[config.mk]
export PLATFORM = sky130hd
export DESIGN_NAME = n2r_ctrl
export DESIGN_NICKNAME = d
export VERILOG_FILES = /design/src/rtl/n2r_pkg.sv /design/src/rtl/n2r_chunk_mux.sv /design/src/rtl/n2r_ctrl.sv
export SDC_FILE = /design/constraint.sdc
export NUM_CORES = 1
export LEC_CHECK = 0
export ABC_AREA = 1
export CORE_ASPECT_RATIO = 1.75
export CORE_MARGIN = 2
export CORE_UTILIZATION = 60
export CTS_BUF_LIST = sky130_fd_sc_hd__clkbuf_16
export DETAILED_ROUTE_END_ITERATION = 6
export PLACE_DENSITY = 0.84
export SYNTH_ARGS = -nofsm -noshare
export SYNTH_HDL_FRONTEND = slang
export SYNTH_SLANG_ARGS = --single-unit
[constraint.sdc]
create_clock -name clk -period 5.9 [get_ports clk]
set_input_delay 1.77 -clock clk [delete_from_list [all_inputs] [get_ports clk]]
set_output_delay 1.77 -clock clk [all_outputs]
set_load 0.01 [all_outputs]
[src/rtl/n2r_pkg.sv]
// Shared types and sizing helpers for the normal-to-ready sequencer.
package n2r_pkg;

    typedef enum logic [1:0] {
        ST_IDLE  = 2'd0,
        ST_FILL  = 2'd1,
        ST_DRAIN = 2'd2,
        ST_DONE  = 2'd3
    } n2r_state_t;

    // Bits needed to count 0..n-1 (never less than one bit).
    function automatic int cnt_w(input int n);
        return (n <= 2) ? 1 : $clog2(n);
    endfunction

    function automatic int grp_rows(input int block_size, input int num_cores);
        return block_size * num_cores;
    endfunction

    function automatic int num_colblk(input int col, input int block_size);
        return col / block_size;
    endfunction

    function automatic int num_groups(input int row, input int block_size, input int num_cores);
        return row / (block_size * num_cores);
    endfunction

endpackage

[src/rtl/n2r_chunk_mux.sv]
// Picks column block blk out of the G-row buffer and packs one chunk per core, core 0 in the MSBs.
module n2r_chunk_mux
    import n2r_pkg::*;
#(
    parameter int WIDTH      = 16,
    parameter int BLOCK_SIZE = 2,
    parameter int CHUNK_SIZE = 4,
    parameter int COL        = 6,
    parameter int NUM_CORES  = 2,
    parameter int JW         = 2
) (
    input  logic [BLOCK_SIZE*NUM_CORES-1:0][WIDTH*COL-1:0] rows,
    input  logic [JW-1:0]                                  blk,
    output logic [WIDTH*CHUNK_SIZE*NUM_CORES-1:0]          word
);

    localparam int NE = CHUNK_SIZE * NUM_CORES;

    always_comb begin
        word = '0;
        for (int c = 0; c < NUM_CORES; c++) begin
            for (int r = 0; r < BLOCK_SIZE; r++) begin
                for (int k = 0; k < BLOCK_SIZE; k++) begin
                    word[WIDTH*(NE - (c*CHUNK_SIZE + r*BLOCK_SIZE + k)) - 1 -: WIDTH] =
                        rows[c*BLOCK_SIZE + r][WIDTH*(COL - (int'(blk)*BLOCK_SIZE + k)) - 1 -: WIDTH];
                end
            end
        end
    end

endmodule

[src/rtl/n2r_ctrl.sv]
// Reads G-row groups from the source memory and streams them out as per-core BLOCK_SIZE x BLOCK_SIZE chunks.
// Optional stall counter enabled by N2R_CTRL_STALL_CNT_EN.
module n2r_ctrl
    import n2r_pkg::*;
#(
    parameter int WIDTH      = 16,
    parameter int BLOCK_SIZE = 2,
    parameter int CHUNK_SIZE = 4,
    parameter int ROW        = 4,
    parameter int COL        = 6,
    parameter int NUM_CORES  = 2,
    parameter int ADDR_W     = 8
) (
    input  logic                                   clk,
    input  logic                                   rst_n,
    input  logic                                   start,
    input  logic [ADDR_W-1:0]                      base_addr,
    output logic                                   busy,
    output logic                                   done,
    output logic                                   rd_en,
    output logic [ADDR_W-1:0]                      rd_addr,
    input  logic [WIDTH*COL-1:0]                   rd_data,
    output logic [WIDTH*CHUNK_SIZE*NUM_CORES-1:0]  out_data,
    output logic                                   out_valid,
    input  logic                                   out_ready,
`ifdef N2R_CTRL_STALL_CNT_EN
    output logic                                   out_last,
    output logic [31:0]                            stall_cnt
`else
    output logic                                   out_last
`endif
);

    localparam int G   = grp_rows(BLOCK_SIZE, NUM_CORES);
    localparam int NCB = num_colblk(COL, BLOCK_SIZE);
    localparam int NG  = num_groups(ROW, BLOCK_SIZE, NUM_CORES);
    localparam int IW  = cnt_w(G + 1);
    localparam int CW  = cnt_w(G);
    localparam int JW  = cnt_w(NCB);
    localparam int GW  = cnt_w(NG);
    localparam int RW  = WIDTH * COL;
    localparam int OW  = WIDTH * CHUNK_SIZE * NUM_CORES;

    n2r_state_t state, state_nxt;

    logic [IW-1:0]         i_q;
    logic [JW-1:0]         j_q;
    logic [GW-1:0]         g_q;
    logic [ADDR_W-1:0]     base_q;
    logic [G-1:0][RW-1:0]  rows_q;
    logic [G-1:0][RW-1:0]  rows_next;
    logic [CW-1:0]         cap_idx;
    logic [JW-1:0]         sel_j;
    logic [OW-1:0]         mux_word;
    logic                  fill_rd, capture, fill_end, accept, last_j, last_g;

    // FILL runs G+1 cycles: reads on i=0..G-1, captures of row i-1 on i=1..G.
    assign fill_rd  = (state == ST_FILL) && (i_q < IW'(G));
    assign capture  = (state == ST_FILL) && (i_q != '0);
    assign fill_end = (state == ST_FILL) && (i_q == IW'(G));
    assign cap_idx  = CW'(i_q - IW'(1));
    assign accept   = (state == ST_DRAIN) && out_valid && out_ready;
    assign last_j   = (j_q == JW'(NCB - 1));
    assign last_g   = (g_q == GW'(NG - 1));
    assign sel_j    = (state == ST_DRAIN) ? JW'(j_q + JW'(1)) : '0;

    assign rd_en   = fill_rd;
    assign rd_addr = fill_rd ? ADDR_W'(base_q + ADDR_W'(g_q) * ADDR_W'(G) + ADDR_W'(i_q)) : '0;
    assign busy    = (state != ST_IDLE);
    assign done    = (state == ST_DONE);

    // The row landing this cycle is forwarded so the first chunk is ready right at the end of FILL.
    always_comb begin
        rows_next = rows_q;
        if (capture) begin
            rows_next[cap_idx] = rd_data;
        end
    end

    always_ff @(posedge clk) begin
        if (capture) begin
            rows_q[cap_idx] <= rd_data;
        end
    end

    n2r_chunk_mux #(
        .WIDTH      (WIDTH),
        .BLOCK_SIZE (BLOCK_SIZE),
        .CHUNK_SIZE (CHUNK_SIZE),
        .COL        (COL),
        .NUM_CORES  (NUM_CORES),
        .JW         (JW)
    ) u_mux (
        .rows (rows_next),
        .blk  (sel_j),
        .word (mux_word)
    );

    always_ff @(posedge clk) begin
        if (!rst_n) begin
            state <= ST_IDLE;
        end else begin
            state <= state_nxt;
        end
    end

    always_comb begin
        state_nxt = state;
        case (state)
            ST_IDLE:  if (start) state_nxt = ST_FILL;
            ST_FILL:  if (fill_end) state_nxt = ST_DRAIN;
            ST_DRAIN: if (accept && last_j) state_nxt = last_g ? ST_DONE : ST_FILL;
            ST_DONE:  state_nxt = ST_IDLE;
            default:  state_nxt = ST_IDLE;
        endcase
    end

    always_ff @(posedge clk) begin
        if (!rst_n) begin
            i_q       <= '0;
            j_q       <= '0;
            g_q       <= '0;
            base_q    <= '0;
            out_data  <= '0;
            out_valid <= 1'b0;
            out_last  <= 1'b0;
        end else begin
            case (state)
                ST_IDLE: begin
                    if (start) begin
                        base_q <= base_addr;
                        g_q    <= '0;
                        i_q    <= '0;
                        j_q    <= '0;
                    end
                end
                ST_FILL: begin
                    if (fill_end) begin
                        i_q       <= '0;
                        j_q       <= '0;
                        out_data  <= mux_word;
                        out_valid <= 1'b1;
                        out_last  <= last_g && (NCB == 1);
                    end else begin
                        i_q <= IW'(i_q + IW'(1));
                    end
                end
                ST_DRAIN: begin
                    if (accept) begin
                        if (!last_j) begin
                            j_q      <= JW'(j_q + JW'(1));
                            out_data <= mux_word;
                            out_last <= last_g && (JW'(j_q + JW'(1)) == JW'(NCB - 1));
                        end else begin
                            out_valid <= 1'b0;
                            out_last  <= 1'b0;
                            if (!last_g) begin
                                g_q <= GW'(g_q + GW'(1));
                                i_q <= '0;
                            end
                        end
                    end
                end
                default: ;
            endcase
        end
    end

`ifdef N2R_CTRL_STALL_CNT_EN
    logic [31:0] stall_q;

    always_ff @(posedge clk) begin
        if (!rst_n) begin
            stall_q <= '0;
        end else if ((state == ST_IDLE) && start) begin
            stall_q <= '0;
        end else if (out_valid && !out_ready && (stall_q != '1)) begin
            stall_q <= stall_q + 32'd1;
        end
    end

    assign stall_cnt = stall_q;
`endif

endmodule

==> flow_summary.toml, run 1 <==
[sta]
worst_hold_slack_ns = 0.4579
finalSetupTns_ns = 0
skew_ns = 0.02615
rsz0062_at_grt = "no"
period_needed_ns = 4.915
report.final.setup_viol = 0
fmax_ghz = 0.2034
slew-limit-headroom_pct = 24.42
final-max-slew-violation-count = 0
post-route-period-util_pct = 83.31
worst-slew-pin-transition_ns = 1.134
timing.final.hold_violations = 0

[power_and_ir_drop]
swShare_pct = 37.85
power.share.clock_pct = 21.7
power.share.combinational_pct = 38.2
worst_ir_drop_vdd_v = 0.0003431
switching_component_of_the_power_mw = 5.038
sequentialPowerShare_pct = 40.1
p_leak_nw = 12.88
power.internal_mw = 8.272
powerDensity_nw_per_um2 = 500.3

[clock_network]
cts_tree = "yes"
post_cts_hold_buffer_count = 0
clock_sink_count = 529
cts.reportedPaths.clkPinSlew_ns = 0.07
cts_repair_resize_count = 0
htree_levels = 2
cts_inserted_buffers = 46
clock_insertion_delay_worst_skew_ns = 0.57
cts_max_path_buffers = 3
post_cts.repair.setup_buffers = 0
ctsRootBufferMaster = "clkbuf_16"

[final_layout]
final_nets = 3352
commonest_non_fill_non_tap_cell_in_the_layout = "nand2_1"
ratio_of_cells_with_drive_above_1_in_the_final_layout_pct = 3.168
post_layout_nonfiller_instances = 3735
fill_cells = 3025
synthToLayoutAreaGrowth_pct = 16.22
finish.utilization_pct = 70.69
mostFrequentLayoutCells = "866 x nand2_1, 529 x dfxtp_1, 387 x inv_1"

[global_route]
antenna_found_initial = 4
grt_max_degree = 113
grt_first_pass_wirelength_um = 111600
global_route.overflow_total = 0
grt_usage_pct = 36.08
first_global_vias = 20800

[routing]
wire_per_inst_um = 19.54
first_pass_iters = 6
drt-met1-wl_um = 24180
first_iter_violations = 2002
routed-via-count = 21510
post_drt_via_cell_ratio = 5.760
dr.max_layer_used = "met4"
post-route-drc-count = 0
dr_wl_met3_um = 4518
ant_nets = 0
wl_met2_um = 35190
totalWireLength_um = 72990

[setup_path]
reg2reg_to = "out_data[89]"
worst-path-max-fanout = 7
critPathCaptureType = "output port"
data_required_time_at_the_worst_endpoint_ns = 4.13
max_incr_delay_on_cp_ns = 0.56
rr_worst_depth = 11
critical_path_class = "reg -> out"
family_of_cells_with_the_greatest_summed_delay_on_the_critical_path = "adder cells"
critical_path.cell_chain = "ha_1 -> ha_1 -> inv_1 -> fa_1 -> inv_1 -> nand2_1 -> a21boi_0 -> a31oi_1 -> nor3_1 -> clkdlybuf4s50_1"
cp-start-kind = "flip-flop"
timing.rr.start = "i_q[0]"
highest_delay_cell_along_the_critical_path = "clkdlybuf4s50_1"
crit_buf_inv = 3
reg2reg_slack_ns = 2.20
worst-endpoint-arrival_ns = 3.15

[floorplan]
io_pins = 249
fp.dieW_um = 151.7
core-area_sq_um = 37640
initial_core_util_pct = 60.82
number_of_placement_rows = 94
die_height_um = 262.4
die_area_sq_um = 39790

[synthesis]
synth_seq_cells = 529
syn_nets = 3242
synth_seq_area_share_pct = 46.26
synthAdderAreaFrac_pct = 1.235
synth.lib_cells_used.distinct = 38
synth-compound-area-share_pct = 14.01
post_synth.cell_area_avg_sq_um = 7.356
synthFlopType = "dfxtp_1"
synth_enable_flop_cells = 0
proportion_of_register_bits_with_asynchronous_set_or_reset_after_synthesis_pct = 0
post_synth_xor_area_fraction_pct = 0.03826
yosys.area_share.simple_pct = 27.81
number_of_standard_cells_after_synthesis = 3112
multiplexer_share_of_the_synthesized_area_pct = 0
dominant_combinational_cell_family_by_area_after_synthesis = "simple AND/OR/NAND/NOR gates"
synth.yosys.warnings = 0
synth_area_sq_um = 22890

[run]
maxCapViolCount = 0

[placed_design]
global_placer_s_final_weighted_congestion = 0.9001
io_buffer_count = 248
dpl.cell_count = 3654
hpwl_um = 48630

[hold_path]
min_delay_path_class = "reg -> reg"
min_delay_path_depth = 2
hold_path_startpoint = "rows_q[254]"
worstHoldEndpoint = "rows_q[254]"

[outcome]
outcome = "finished, final reports clean"
state kept, by name, indices dropped and copies added (netlist names):
| signal | flops |
|---|---|
| rows_q | 384 |
| i_q | 3 |
| out_valid | 1 |
| j_q | 2 |
| out_last | 1 |
| state | 2 |
| out_data | 128 |
| base_q | 8 |
stage by stage:
step | setup WS, ns | total power, mW | area (sq um)
floorplan | 2.197 | 8.615 | 22890
global placement | 1.578 | 10.11 | 25220
detailed placement | 1.558 | 10.33 | 25220
CTS | 0.9522 | 13.21 | 26590
global route | 0.8045 | 14.06 | 26600
finish | 0.9847 | 13.31 | 26600
synthesized netlist by cell type (3+ instances only):
cell / n / share of area (%)
buf_1: 23 / 0.38
buf_6: 7 / 0.34
nand3_4: 3 / 0.23
inv_1: 375 / 6.1
nand4_1: 140 / 3.8
inv_2: 8 / 0.13
dfxtp_1: 529 / 46
o21ai_0: 136 / 3.0
o211ai_1: 86 / 2.8
nand2_1: 867 / 14
buf_4: 8 / 0.26
o21a_1: 81 / 2.7
clkbuf_1: 68 / 1.1
a21oi_1: 157 / 3.4
nand3_1: 214 / 4.7
nor3_1: 3 / 0.066
nor2_1: 40 / 0.66
o21ai_1: 87 / 1.9
ha_1: 21 / 1.1
buf_2: 102 / 2.2
and2_1: 136 / 3.7
power by group through the flow:
| stage | logic [mW] | clock network [mW] | registers [mW] |
|---|---|---|---|
| after CTS | 5.00 | 2.89 | 5.32 |
| final | 5.09 | 2.89 | 5.34 |
| after global routing | 5.60 | 3.02 | 5.43 |
| after detailed placement | 4.94 | 0 | 5.39 |
| after floorplan | 3.29 | 0 | 5.33 |
| after global placement | 4.78 | 0 | 5.34 |
worst min-delay path, delay by kind of cell, from the launching register on:
| family | cells | cell delay, ns |
|---|---|---|
| flops | 1 | 0.31 |
| simple gates | 1 | 0.06 |
| compound gates | 1 | 0.06 |
layer usage:
metal,track usage (%),vias to the layer above
met4,37.34,0
met5,0,-
li1,-,10250
met1,37.20,9922
met3,4.670,330
met2,59.68,1010
cell type report:
type	count	area, sq um	share of cell area (%)
flip-flops and latches	529	10590	39.81
multi-input cells	1990	9899	37.21
repair buffers	270	2680	10.07
inverters	385	1445	5.432
clock buffers	47	1176	4.421
well taps	480	600.6	2.257
clock inverters	30	202.7	0.7619
diodes	4	10.01	0.03762
worst max path at each step:
stage          slack (ns)          to  cells past startpoint   start
6_report             0.98  rd_addr[7]                     10  i_q[0]
5_1_grt              0.80  rd_addr[7]                     10  i_q[0]
4_1_cts              0.95  rd_addr[7]                     10  i_q[0]
3_5_place_dp         1.56  rd_addr[7]                     10  i_q[0]
3_3_place_gp         1.58  rd_addr[7]                     10  i_q[1]
2_1_floorplan        2.20  rd_addr[7]                      9  i_q[1]
cell families after synthesis:
kind of cell / Yosys count
flops: 529
fa+ha+maj: 22
compound gates: 554
xor+xnor: 1
buf+inv: 593
simple gates: 1413
Note: power is estimated with default switching activity, not from simulation.
==> run 2: changes to the inputs <==
- CORE_UTILIZATION: 60 -> 57
- PLACE_DENSITY: 0.84 -> 0.8
- clock period: 5.9 -> 5.12 ns (I/O delays scaled with it)
==> run 2 against run 1 <==
Critical path type unchanged. Wire length rose by 1.0%. Total power is 17% higher. Combinational power up 16%. First-iteration DRC count is 3.8% lower. Critical path depth unchanged. Clock power up 21%. Largest cell class unchanged. Clock skew down 0.011 ns. Global-route usage shrank 1.6 points. Sequential cell count is the same. Final cell count rose by 0.78%. Non-clock buffer count rose by 8.
==> flow_summary.toml, run 2 (synthesized netlist as in run 1, its figures left out) <==
[routing]
ant_nets = 0
routed-via-count = 21400
wire_per_inst_um = 19.59
post-route-drc-count = 0
first_pass_iters = 6
totalWireLength_um = 73750
first_iter_violations = 1925
post_drt_via_cell_ratio = 5.687

[clock_network]
cts_inserted_buffers = 48
cts.reportedPaths.clkPinSlew_ns = 0.06
post_cts.repair.setup_buffers = 0
post_cts_hold_buffer_count = 0
cts_repair_resize_count = 0
clock_insertion_delay_worst_skew_ns = 0.57
ctsRootBufferMaster = "clkbuf_16"
cts_max_path_buffers = 3
cts_tree = "yes"
htree_levels = 2
clock_sink_count = 529

[global_route]
first_global_vias = 20800
antenna_found_initial = 2
grt_max_degree = 116
grt_first_pass_wirelength_um = 113000
grt_usage_pct = 34.46
global_route.overflow_total = 0

[hold_path]
min_delay_path_depth = 2
hold_path_startpoint = "rows_q[315]"
min_delay_path_class = "reg -> reg"
worstHoldEndpoint = "rows_q[315]"

[sta]
report.final.setup_viol = 0
rsz0062_at_grt = "no"
post-route-period-util_pct = 90.97
worst-slew-pin-transition_ns = 1.088
fmax_ghz = 0.2147
timing.final.hold_violations = 0
final-max-slew-violation-count = 0
skew_ns = 0.01531
slew-limit-headroom_pct = 27.44
postLayoutSetupSlackWorst_ns = 0.4622
finalSetupTns_ns = 0
period_needed_ns = 4.658

[final_layout]
regMostFlops = "rows_q"
largest_registers_ranked_by_flip_flop_count = "rows_q (384), out_data (128), base_q (8)"
ratio_of_cells_with_drive_above_1_in_the_final_layout_pct = 3.701
post_layout_nonfiller_instances = 3764
mostFrequentLayoutCells = "866 x nand2_1, 529 x dfxtp_1, 387 x inv_1"
final_nets = 3362
commonest_non_fill_non_tap_cell_in_the_layout = "nand2_1"
num_antenna_cells = 0
synthToLayoutAreaGrowth_pct = 17.06
largest_register_ffs = 384

[power_and_ir_drop]
p_leak_nw = 12.99
worst_ir_drop_vdd_v = 0.0003550
powerDensity_nw_per_um2 = 579.7
total_power_mw = 15.53

[floorplan]
die_height_um = 269.1
core-area_sq_um = 39810
number_of_placement_rows = 97
io_pins = 249
fp.dieW_um = 155.5
die_area_sq_um = 41840
initial_core_util_pct = 57.50

[setup_path]
rr_worst_depth = 10
data_required_time_at_the_worst_endpoint_ns = 3.58
reg2reg_slack_ns = 1.55
critPathCaptureType = "output port"
cp-start-kind = "flip-flop"
reg2reg_to = "out_data[104]"
critical_path_class = "reg -> out"
timing.rr.start = "i_q[0]"
worst-endpoint-arrival_ns = 3.12
worst-path-max-fanout = 7

[placed_design]
global_placer_s_final_weighted_congestion = 0.9069
place_ws_ns = 1.029
dpl.cell_count = 3677
hpwl_um = 49770
io_buffer_count = 248

[outcome]
outcome = "finished, final reports clean"

[run]
maxCapViolCount = 0
[run 2: layout make-up]
| type | count | area [sq um] |
|---|---|---|
| Tap cell | 495 | 619.3 |
| Multi-Input combinational cell | 1990 | 9899 |
| Clock inverter | 38 | 264.0 |
| Clock buffer | 49 | 1226 |
| Timing Repair Buffer | 278 | 2753 |
| Fill cell | 3419 | 13010 |
| Inverter | 385 | 1445 |
| Sequential cell | 529 | 10590 |
[run 2: stage by stage]
step	instance area, sq um	hold WS (ns)	util [%]
after floorplan	22890	0.4221	-
after global placement	25310	0.4324	63.57
after CTS	26800	0.4580	67.32
final	26800	0.4541	67.32
after detailed placement	25310	0.4398	63.57
after global routing	26800	0.4826	67.32
[run 2: power by group]
group	switching (mW)	internal, mW	leakage (nW)
clock	1.57	1.93	0.781
combinational	3.75	2.15	7.87
sequential	0.553	5.58	4.34
total	5.87	9.66	13.0
[run 2: layer usage]
layer	vias up	GRT usage (%)	wire [um]
met5	-	0	11
met4	2	32.38	8358
met3	273	3.922	4275
met2	927	59.15	36040
met1	9912	36.05	25060
li1	10290	-	-
[run 2: worst max path at each step]
stage,to,depth (start not counted),startpoint
floorplan,rd_addr[7],9,i_q[1]
global placement,rd_addr[7],10,i_q[1]
detailed placement,rd_addr[7],10,i_q[0]
CTS,rd_addr[7],10,i_q[0]
global route,rd_addr[7],10,i_q[0]
finish,rd_addr[7],10,i_q[0]
[run 2: critical path: stages (launching register included)]
cell,delay [ns]
dfxtp_1,0.46
ha_1,0.20
ha_1,0.16
inv_1,0.06
fa_1,0.35
inv_1,0.09
nand2_1,0.05
a21boi_0,0.31
a31oi_1,0.15
nor3_1,0.18
clkdlybuf4s50_1,0.56
==> run 3: changes to the inputs <==
- CORE_UTILIZATION: 57 -> 56
- SYNTH_HIERARCHICAL: unset -> 1
==> run 3 against run 2 <==
The run now ends with design-rule violations left. Total power fell by 9.7%. Synthesized cell count fell by 1.7%. Cell area fell by 4.0%. Critical path type unchanged. Largest power group unchanged. Highest routed layer unchanged.
==> flow_summary.toml, run 3 <==
[setup_path]
worst-endpoint-arrival_ns = 2.89
critPathCaptureType = "output port"
rr_worst_depth = 13
critical_path_origin = "i_q[1]"
timing.critical_path.to = "rd_addr[5]"
cp-start-kind = "flip-flop"
data_required_time_at_the_worst_endpoint_ns = 3.58
reg2reg_to = "out_data[80]"
critical_path_class = "reg -> out"
reg2reg_slack_ns = 1.31
worst-path-max-fanout = 5
timing.rr.start = "state[0]"

[sta]
worst-slew-pin-transition_ns = 1.183
final-max-slew-violation-count = 0
report.final.setup_viol = 0
period_needed_ns = 4.424
rsz0062_at_grt = "no"
slew-limit-headroom_pct = 21.13
fmax_ghz = 0.2260
timing.final.hold_violations = 0
skew_ns = 0.02168
finalSetupTns_ns = 0
worst_hold_slack_ns = 0.4651
post-route-period-util_pct = 86.41
postLayoutSetupSlackWorst_ns = 0.6956

[power_and_ir_drop]
powerDensity_nw_per_um2 = 544.8
p_leak_nw = 13.40
worst_ir_drop_vdd_v = 0.0004112

[synthesis]
synth_seq_area_share_pct = 48.57
post_synth.cell_area_avg_sq_um = 7.125
yosys.area.top_type_share_pct = 48.57
synth_area_sq_um = 21800
synth.lib_cells_used.distinct = 25
synth.yosys.warnings = 6
number_of_standard_cells_after_synthesis = 3060
synthFlopType = "dfxtp_1"
synth.top_cells.by_area = "dfxtp_1 49%, nand2_1 14%, o21ai_0 9.3%"
synth_enable_flop_cells = 0
syn_nets = 3189
yosysTopAreaCell = "dfxtp_1"
synthMostInstantiatedCell = "nand2_1"
synth_seq_cells = 529
proportion_of_register_bits_with_asynchronous_set_or_reset_after_synthesis_pct = 0
netlist_top_cells_count = "800 x nand2_1, 529 x dfxtp_1, 423 x nor2_1"

[placed_design]
io_buffer_count = 248
hpwl_um = 38340
place_ws_ns = 1.294
global_placer_s_final_weighted_congestion = 0.8813
placement_stage_cell_area_sq_um = 24300

[final_layout]
commonest_non_fill_non_tap_cell_in_the_layout = "nand2_1"
regMostFlops = "rows_q"
postLayoutCellArea_sq_um = 25740
largest_registers_ranked_by_flip_flop_count = "rows_q (384), out_data (128), base_q (8)"
mostFrequentLayoutCells = "796 x nand2_1, 529 x dfxtp_1, 421 x nor2_1"
final_nets = 3301
largest_register_ffs = 384
ratio_of_cells_with_drive_above_1_in_the_final_layout_pct = 3.183
synthToLayoutAreaGrowth_pct = 18.05

[routing]
first_pass_iters = 7
ant_nets = 0
first_iter_violations = 1427
post-route-drc-count = 1
totalWireLength_um = 60490
wire_per_inst_um = 16.39
routed-via-count = 19960
post_drt_via_cell_ratio = 5.406

[clock_network]
cts_inserted_buffers = 46
cts_repair_resize_count = 0
post_cts.repair.setup_buffers = 0
post_cts_hold_buffer_count = 0
cts_max_path_buffers = 3
cts.reportedPaths.clkPinSlew_ns = 0.07
cts_tree = "yes"
htree_levels = 2
clock_insertion_delay_worst_skew_ns = 0.57
ctsRootBufferMaster = "clkbuf_16"
clock_sink_count = 529

[outcome]
violations = "design-rule violations"
outcome = "complete, but fails checks"

[global_route]
global_route.overflow_total = 0
antenna_found_initial = 2
grt_max_degree = 142
grt_first_pass_wirelength_um = 96550
first_global_vias = 19240
grt_usage_pct = 28.84

[floorplan]
die_area_sq_um = 40590
core-area_sq_um = 38390
io_pins = 249
number_of_placement_rows = 95
die_height_um = 265.0
fp.dieW_um = 153.2
initial_core_util_pct = 56.79

[hold_path]
min_delay_path_class = "reg -> reg"

[run]
maxCapViolCount = 0
-- run 3: cell count changes in the layout (fill, tap and decap cells not counted), sizes merged, moves of 86 or more --
| cell | change |
|---|---|
| o21ai | +241 |
| nand4 | -134 |
| inv | -123 |
| nand3b | +129 |
| nor2 | +381 |
| and2 | -136 |
| o211ai | -86 |
-- run 3: worst min path at each step --
stage	endpoint	slack, ns	from	depth (start not counted)
CTS	rows_q[200]	0.46	rows_q[200]	2
detailed placement	rows_q[157]	0.45	rows_q[157]	2
finish	rows_q[49]	0.47	rows_q[49]	2
global placement	rows_q[346]	0.44	rows_q[346]	2
global route	rows_q[9]	0.49	rows_q[9]	2
floorplan	rows_q[200]	0.43	rows_q[200]	2
-- run 3: routing by layer --
layer	vias to the layer above	track usage (%)	routed length, um
met4	2	15.49	3135
met2	687	53.11	31330
li1	9859	-	-
met1	9248	32.04	22690
met5	-	0	12
met3	159	3.617	3321
-- run 3: power breakdown --
part | switching (mW) | internal [mW] | leakage, nW
clock network | 1.50 | 1.82 | 0.738
logic | 3.18 | 2.04 | 8.31
registers | 0.391 | 5.10 | 4.35
total | 5.07 | 8.95 | 13.4
-- run 3: layout make-up --
type	instances	area [sq um]
inverters	259	979.7
fillers	3309	12650
clock inverters	32	186.4
clock buffers	49	1226
repair buffers	275	2783
flip-flops and latches	529	10590
diodes	1	2.502
multi-input cells	2061	9364
well taps	485	606.8
-- run 3: logic make-up (layout without fill, tap and decap cells) --
| family | count (synthesis) | in the layout | share of synthesized area (%) |
|---|---|---|---|
| compound gates | 541 | 541 | 12.45 |
| fa+ha+maj | 21 | 21 | 1.240 |
| buf+inv | 470 | 615 | 8.769 |
| flops | 529 | 529 | 48.57 |
| other cells | 0 | 1 | 0 |
| simple gates | 1499 | 1499 | 28.97 |
-- run 3: critical path, stage by stage, from the launching register on --
cell and delay [ns]:
dfxtp_1 0.36, ha_1 0.30, ha_1 0.19, inv_1 0.07, fa_1 0.36, inv_1 0.11, nand2_1 0.06, a21oi_1 0.18
nor2_1 0.06, nor2_1 0.09, clkdlybuf4s50_1 0.54
-- run 3: per-stage QoR --
stage | util (%) | instances | power (mW)
after floorplan | - | 3060 | 8.980
after global placement | 63.30 | 3608 | 10.54
after detailed placement | 63.30 | 3608 | 10.69
after CTS | 66.98 | 3689 | 14.01
after global routing | 67.04 | 3691 | 14.89
final | 67.04 | 3691 | 14.02
